===== config.mk =====
export PLATFORM = sky130hd
export DESIGN_NAME = uart_rx
export DESIGN_NICKNAME = d
export VERILOG_FILES = /design/src/rtl/uart_rx.sv
export SDC_FILE = /design/constraint.sdc
export NUM_CORES = 1
export LEC_CHECK = 0
export CORE_AREA = 2 2 95 97
export DETAILED_ROUTE_END_ITERATION = 8
export DIE_AREA = 0 0 97 99
export MAX_ROUTING_LAYER = met4
export SYNTH_ARGS = -nofsm -noshare
export SYNTH_HDL_FRONTEND = slang
export SYNTH_SLANG_ARGS = --single-unit

===== constraint.sdc =====
create_clock -name clock_i -period 3 [get_ports clock_i]
set_input_delay 0.6 -clock clock_i [delete_from_list [all_inputs] [get_ports clock_i]]
set_output_delay 0.6 -clock clock_i [all_outputs]
set_load 0.01 [all_outputs]

===== src/rtl/uart_rx.sv =====
// Asynchronous serial receiver: 8 data bits LSB first, optional parity, 1 or 2 stop bits.
// Define UART_RX_MAJORITY_VOTE_EN to take every bit sample as a 2-of-3 vote over the last three cycles.
module uart_rx #(
  parameter int unsigned SYNC_STAGES = 2
) (
  input  logic        clock_i,
  input  logic        reset_i,
  input  logic        serial_i,
  input  logic        two_stop_bits_i,
  input  logic        parity_bit_i,
  input  logic        parity_even_i,
  input  logic [15:0] clock_divider_i,
  output logic [7:0]  data_o,
  output logic        ready_o,
  output logic        parity_error_o,
  output logic        frame_error_o,
  output logic        busy_o
);

  localparam int unsigned DIV_W  = 16;
  localparam int unsigned DATA_W = 8;
  localparam int unsigned IDX_W  = 3;
  localparam logic [DIV_W-1:0] MIN_DIV = DIV_W'(4);

  typedef enum logic [2:0] {
    RECOVER,
    IDLE,
    START,
    DATA,
    PARITY,
    STOP1,
    STOP2,
    FINISH
  } state_t;

  state_t              state_q;
  logic [SYNC_STAGES-1:0] sync_q;
  logic                s;
  logic                sample_c;
  logic [DIV_W-1:0]    eff_div_c;
  logic [DIV_W-1:0]    div_q;
  logic [DIV_W-1:0]    cnt_q;
  logic [IDX_W-1:0]    bit_idx_q;
  logic [DATA_W-1:0]   shift_q;
  logic                two_stop_q;
  logic                par_en_q;
  logic                par_even_q;
  logic                par_err_q;
  logic                stop_err_q;

  // Metastability chain; resets to the idle line level.
  always_ff @(posedge clock_i or posedge reset_i) begin
    if (reset_i) begin
      sync_q <= '1;
    end else begin
      sync_q <= {sync_q[SYNC_STAGES-2:0], serial_i};
    end
  end

  assign s = sync_q[SYNC_STAGES-1];

`ifdef UART_RX_MAJORITY_VOTE_EN
  logic [1:0] hist_q;

  // hist_q holds s from the two cycles before the sample point (counter 2 and 1).
  always_ff @(posedge clock_i or posedge reset_i) begin
    if (reset_i) begin
      hist_q <= 2'b11;
    end else begin
      hist_q <= {hist_q[0], s};
    end
  end

  assign sample_c = (hist_q[1] & hist_q[0]) | (hist_q[1] & s) | (hist_q[0] & s);
`else
  assign sample_c = s;
`endif

  // Dividers below 4 (including 0) would underflow the half-bit load.
  assign eff_div_c = (clock_divider_i < MIN_DIV) ? MIN_DIV : clock_divider_i;

  always_ff @(posedge clock_i or posedge reset_i) begin
    if (reset_i) begin
      state_q        <= RECOVER;
      cnt_q          <= '0;
      div_q          <= MIN_DIV;
      bit_idx_q      <= '0;
      shift_q        <= '0;
      two_stop_q     <= 1'b0;
      par_en_q       <= 1'b0;
      par_even_q     <= 1'b0;
      par_err_q      <= 1'b0;
      stop_err_q     <= 1'b0;
      data_o         <= '0;
      ready_o        <= 1'b0;
      parity_error_o <= 1'b0;
      frame_error_o  <= 1'b0;
      busy_o         <= 1'b1;
    end else begin
      ready_o <= 1'b0;
      if (cnt_q != '0) begin
        cnt_q <= cnt_q - DIV_W'(1);
      end

      case (state_q)
        RECOVER: begin
          if (s) begin
            state_q <= IDLE;
            busy_o  <= 1'b0;
          end
        end

        IDLE: begin
          if (!s) begin
            state_q    <= START;
            busy_o     <= 1'b1;
            cnt_q      <= DIV_W'(eff_div_c >> 1) - DIV_W'(1);
            div_q      <= eff_div_c;
            two_stop_q <= two_stop_bits_i;
            par_en_q   <= parity_bit_i;
            par_even_q <= parity_even_i;
          end
        end

        // Mid-start-bit check rejects short low pulses.
        START: begin
          if (cnt_q == '0) begin
            if (sample_c) begin
              state_q <= IDLE;
              busy_o  <= 1'b0;
            end else begin
              state_q   <= DATA;
              cnt_q     <= div_q - DIV_W'(1);
              bit_idx_q <= '0;
            end
          end
        end

        DATA: begin
          if (cnt_q == '0) begin
            shift_q <= {sample_c, shift_q[DATA_W-1:1]};
            cnt_q   <= div_q - DIV_W'(1);
            if (bit_idx_q == IDX_W'(DATA_W - 1)) begin
              state_q <= par_en_q ? PARITY : STOP1;
            end else begin
              bit_idx_q <= bit_idx_q + IDX_W'(1);
            end
          end
        end

        PARITY: begin
          if (cnt_q == '0) begin
            par_err_q <= par_even_q ? (^shift_q ^ sample_c) : ~(^shift_q ^ sample_c);
            cnt_q     <= div_q - DIV_W'(1);
            state_q   <= STOP1;
          end
        end

        STOP1: begin
          if (cnt_q == '0) begin
            stop_err_q <= ~sample_c;
            if (two_stop_q) begin
              cnt_q   <= div_q - DIV_W'(1);
              state_q <= STOP2;
            end else begin
              state_q <= FINISH;
            end
          end
        end

        STOP2: begin
          if (cnt_q == '0) begin
            stop_err_q <= stop_err_q | ~sample_c;
            state_q    <= FINISH;
          end
        end

        // A bad stop bit waits for the line to go high so a break yields one frame.
        FINISH: begin
          ready_o        <= 1'b1;
          data_o         <= shift_q;
          parity_error_o <= par_en_q & par_err_q;
          frame_error_o  <= stop_err_q;
          if (stop_err_q) begin
            state_q <= RECOVER;
          end else begin
            state_q <= IDLE;
            busy_o  <= 1'b0;
          end
        end

        default: begin
          state_q <= RECOVER;
          busy_o  <= 1'b1;
        end
      endcase
    end
  end

endmodule


Word level (Yosys, flattened, before mapping):

Cells that the tools add are included.

* bits in registers: 65
* input port bits: 22

* add/sub/neg operators: 4
* order comparisons: 1
* equality and inequality tests: 19
* muxes and demuxes: 37
* bitwise logic cells: 5
* reduce and logical (&&, ||, !) cells: 15

Operators with widths (count)
* 16-bit two-way mux: 8
* 16-bit case mux with 4 select lines: 1
* 3-bit two-way mux: 12
* 16-bit by 1-bit subtractor with 16-bit output, second input constant: 2
* 3-bit case mux with 8 select lines: 1
* 2-bit != test, second input constant: 11
* 16-bit zero test: 1
* 16-bit by 3-bit less-than comparator with 1-bit output, second input constant: 1
* 16-bit nonzero test: 1
* 15-bit by 1-bit subtractor with 16-bit output, second input constant: 1
* 3-bit == test, second input constant: 5
* 1-bit two-way mux: 11
* 8-bit AND reduction: 1
* 8-bit parity: 1
* 3-bit by 2-bit == test with 1-bit output, second input constant: 2
* 3-bit case mux with 2 select lines: 1
* 2-bit AND reduction: 3
* 5-bit AND reduction: 1
* 1-bit case mux with 4 select lines: 1
* 4-bit AND reduction: 1
* 2-bit nonzero test: 2
* 4-bit nonzero test: 1
* 3-bit by 1-bit adder with 3-bit output, second input constant: 1
* 3-bit by 1-bit == test with 1-bit output, second input constant: 1
* other kinds (9): 10

Logic depth before layout (Yosys ltp):

* depth in word-level cells: 5
* depth in mapped cells: 11
* gate-level depth less buffers: 11

Worst setup path after synthesis:

Ideal clock, no wire load.

* kind: input -> register
* from: input port clock_divider_i[6]
* to: register cnt_q[14]
* library setup time: 0.130 ns
* arrival: 2.987 ns
* data required time: 2.870 ns
* slack: -0.117 ns
* stages on the path: 10
* buffers on the path: 0
* cells stage by stage: or4_1 nor4_1 nand2b_1 ha_1 nand2b_1 or2_2 or3_1 xnor2_1 a22oi_1 o21ai_0

* word-level cells in the longest chain between the ends: 5

Ends and longest elaborated chain
* start: declaration: line 12 `input logic [15:0] clock_divider_i,`
* 16-bit by 3-bit less-than comparator with 1-bit output: line 80 `assign eff_div_c = (clock_divider_i < MIN_DIV) ? MIN_DIV : clock_divider_i;`
* 16-bit two-way mux (*): line 80
* 15-bit by 1-bit subtractor with 16-bit output (*): line 117 `cnt_q <= DIV_W'(eff_div_c >> 1) - DIV_W'(1);`
* 16-bit two-way mux (*): line 114 `if (!s) begin`
* 16-bit case mux with 4 select lines (*): line 105 `case (state_q)`
* end signal: assignment: line 102 `cnt_q <= cnt_q - DIV_W'(1);`
* end signal: assignment: line 117
* end signal: assignment: line 133 `cnt_q <= div_q - DIV_W'(1);`
* end: declaration: line 42 `logic [DIV_W-1:0] cnt_q;`

Every way passes the cells marked *; elsewhere a longest branch is shown, timed or not.
A chain may end at the register's enable or synchronous reset.

Worst setup path after layout:

* from: input port clock_divider_i[4]
* to: register cnt_q[14]

Same word-level chain as after synthesis.

==> impl_metrics.env <==
export IMPL_status="finished clean"
export IMPL_drcViolationCount=0
export IMPL_r2r_cells=7
export IMPL_final_max_slew_violation_count=0
export IMPL_seq_area_frac_synth=0.431
export IMPL_vias_per_cell=5.53
export IMPL_final_cell_mix="nand2_1 (79), dfrtp_1 (61), buf_4 (38), nor2_1 (29)"
export IMPL_avgSynthCellArea_um2=9.14
export IMPL_p_int_mw=2.12
export IMPL_wire_per_inst_um=16.3
export IMPL_timing_fmax_mhz=344
export IMPL_p_leak_nw=2.15
export IMPL_wirelength_um=9670
export IMPL_drt_initial_drc_count=172
export IMPL_rsz0062_at_grt="no"
export IMPL_synthArstFlopShare=1.00
export IMPL_worstPathMaxFanout=4
export IMPL_min_path_type="reg -> reg"
export IMPL_fillers=763
export IMPL_criticalPathCategory="in -> reg"
export IMPL_hold_slack_ns=0.374
export IMPL_grt_pass1_vias=3281
export IMPL_fin_tns_setup_ns=0
export IMPL_first_pass_iters=4
export IMPL_synthFlopType="dfrtp_1"
export IMPL_synth_nets=442
export IMPL_dp_slack_ns=-0.469
export IMPL_end_kind="register"
export IMPL_io_buffers=33
export IMPL_fin_cells=594
export IMPL_grt_max_degree=44
export IMPL_r2r_slack_ns=0.56
export IMPL_post_route_min_period_ns=2.90
export IMPL_hold_start="sync_q[0]$_DFF_PP1_"
export IMPL_synth_area_mm2=0.00378
export IMPL_ys_seq_elements=65
export IMPL_clock_latency_ns=0.35
export IMPL_clkPwrFrac=0.225
export IMPL_vdd_drop_max_mv=0.369
export IMPL_finalNetCount=509
export IMPL_yosysWarnings=0
export IMPL_hold_viol_final=0
export IMPL_required_ns=3.23
export IMPL_ant_nets=0
export IMPL_switchingPower_mw=1.47
export IMPL_fin_ws_ns=0.0963
export IMPL_post_dp_hpwl_um=6780
export IMPL_fin_util=0.563
export IMPL_tightest_slew_ns=0.553
export IMPL_r2r_end="cnt_q[5]$_DFF_PP0_"
export IMPL_die_y_um=99
export IMPL_antenna_found_initial=0
export IMPL_clkTransAtPathRegs_ns=0.09
export IMPL_drive_gt1_frac=0.218
export IMPL_io_pins=34
export IMPL_cts_tree="done"
export IMPL_numCtsBuffers=9
export IMPL_worstPathArrival_ns=3.13
export IMPL_ys_top_cells_by_area="dfrtp_1 (40%), nand2_1 (7.9%), xor2_1 (5.8%)"
export IMPL_relSlewSlack=0.630
export IMPL_diodes=0
export IMPL_start_kind="input pin"
export IMPL_rr_startpoint="cnt_q[0]$_DFF_PP0_"
export IMPL_worstHoldEndpoint="sync_q[1]$_DFF_PP1_"
export IMPL_clock_root_buffer="clkbuf_8"
export IMPL_drv_cap=0
export IMPL_cts_sinks=65
export IMPL_synth_edf_count=0
export IMPL_core_area_mm2=0.00855
export IMPL_num_vias=3284
export IMPL_synthDistinctLibCells=59
export IMPL_seq_power_share=0.408
export IMPL_setup_viol=0
export IMPL_start_util=0.442
export IMPL_cts_buffer_depth=2
export IMPL_dpl_cell_count=572
export IMPL_synth_area_leader_cell="dfrtp_1"
export IMPL_power_density_mw_per_mm2=745
export IMPL_place_gp_congestion=0.886
export IMPL_switching_share=0.410
export IMPL_die_w_um=97
export IMPL_rows=34
export IMPL_hold_depth=0
export IMPL_overflow=0
export IMPL_grt_pass1_wl_um=16200
export IMPL_syn_instance_count=414
export IMPL_layout_commonest_cell="nand2_1"
export IMPL_fin_worst_skew_ns=0.0127
export IMPL_yosys_area_top_type_share=0.403
export IMPL_track_usage=0.215
export IMPL_syn_to_final_growth_pct=27.2
export IMPL_dieArea_mm2=0.00960
export IMPL_fin_crit_sh=0.968
export IMPL_htreeDepth=3
export IMPL_pwr_share_comb=0.367
-- critical path, stage by stage --
cell	delay [ns]
clkdlybuf4s50_1	0.42
or4_4	0.44
nor4_4	0.30
nand2b_4	0.19
ha_4	0.16
nand2b_4	0.05
or2_4	0.27
or3_4	0.34
xnor2_2	0.14
a22oi_2	0.12
o21ai_1	0.09
-- how the worst max path moves through the flow --
| stage | start | to | cells after the start |
|---|---|---|---|
| 2_1_floorplan | clock_divider_i[6] | cnt_q[14]$_DFF_PP0_ | 10 |
| 3_3_place_gp | clock_divider_i[6] | cnt_q[14]$_DFF_PP0_ | 11 |
| 3_5_place_dp | clock_divider_i[6] | cnt_q[14]$_DFF_PP0_ | 11 |
| 4_1_cts | clock_divider_i[8] | cnt_q[14]$_DFF_PP0_ | 13 |
| 5_1_grt | clock_divider_i[4] | cnt_q[14]$_DFF_PP0_ | 11 |
| 6_report | clock_divider_i[4] | cnt_q[14]$_DFF_PP0_ | 11 |
-- repair_timing --
action / CTS / global route
hold buffers: 0 / 0
resized for setup: 10 / 11
pin swaps: 6 / 7
buffers inserted: 3 / 3
gates cloned: 0 / 0
setup endpoints to repair: 2 / 4
-- stage by stage --
step	area (um^2)	total power, mW
2_1_floorplan	3810	2.34
3_3_place_gp	4480	2.73
3_5_place_dp	4480	2.76
4_1_cts	4740	3.59
5_1_grt	4810	3.85
6_report	4810	3.59
-- routing by layer --
layer / GRT usage / up-vias / wire (um)
li1: - / 1585 / -
met1: 0.301 / 1582 / 4660
met2: 0.320 / 103 / 4420
met3: 0.0404 / 14 / 466
met4: 0.0596 / 0 / 123
met5: - / - / 0
-- cell type report --
class	count	area [um^2]	share of cell area
Multi-Input combinational cell	323	2160	0.448
Sequential cell	65	1630	0.339
Timing Repair Buffer	72	644	0.134
Tap cell	108	135	0.0281
Clock buffer	9	124	0.0257
Clock inverter	7	83.8	0.0174
Inverter	10	37.5	0.00780
-- synthesized netlist by cell type (all sizes together) (2+ instances only) --
library cell   n
nand3         14
xor2          25
inv           10
and3b          2
dfrtp         61
nand2b         7
nand2         81
or3            3
nor2          31
a22oi          5
or4            6
or2            6
o21ai         22
and2           2
dfstp          4
clkbuf        11
buf            5
mux2          18
nor3b          2
a21o           3
o221ai         5
nor4           9
o311ai         2
a41oi          2
nor3          10
o31ai          3
or3b           3
xnor2         21
mux2i          2
nor4b          2
o22ai          5
a21oi         13
ha             6
-- flip-flops by register name, indices dropped and copies added, names as in the netlist, 2 cells and up --
signal / count
div_q: 16
sync_q: 2
state_q: 3
data_o: 8
bit_idx_q: 3
shift_q: 8
cnt_q: 16
-- cell families (layout without fill, tap and decap cells) --
family / after synthesis / in the layout / synth area share
buffers and inverters: 26 / 98 / 0.0268
muxes: 20 / 20 / 0.0589
xor gates and xnor gates: 46 / 46 / 0.106
AOI/OAI and AO/OA: 68 / 68 / 0.118
DFF: 65 / 65 / 0.431
and+or+nand+nor: 183 / 183 / 0.238
adders and majority gates: 6 / 6 / 0.0198
-- power by group through the flow --
stage	clock (mW)	combinational [mW]	sequential, mW
after global routing	0.856	1.48	1.51
final	0.808	1.32	1.46
after detailed placement	0	1.29	1.47
after CTS	0.828	1.30	1.45
after global placement	0	1.27	1.46
after floorplan	0	0.979	1.36
Power figures use the tool's default switching activity.
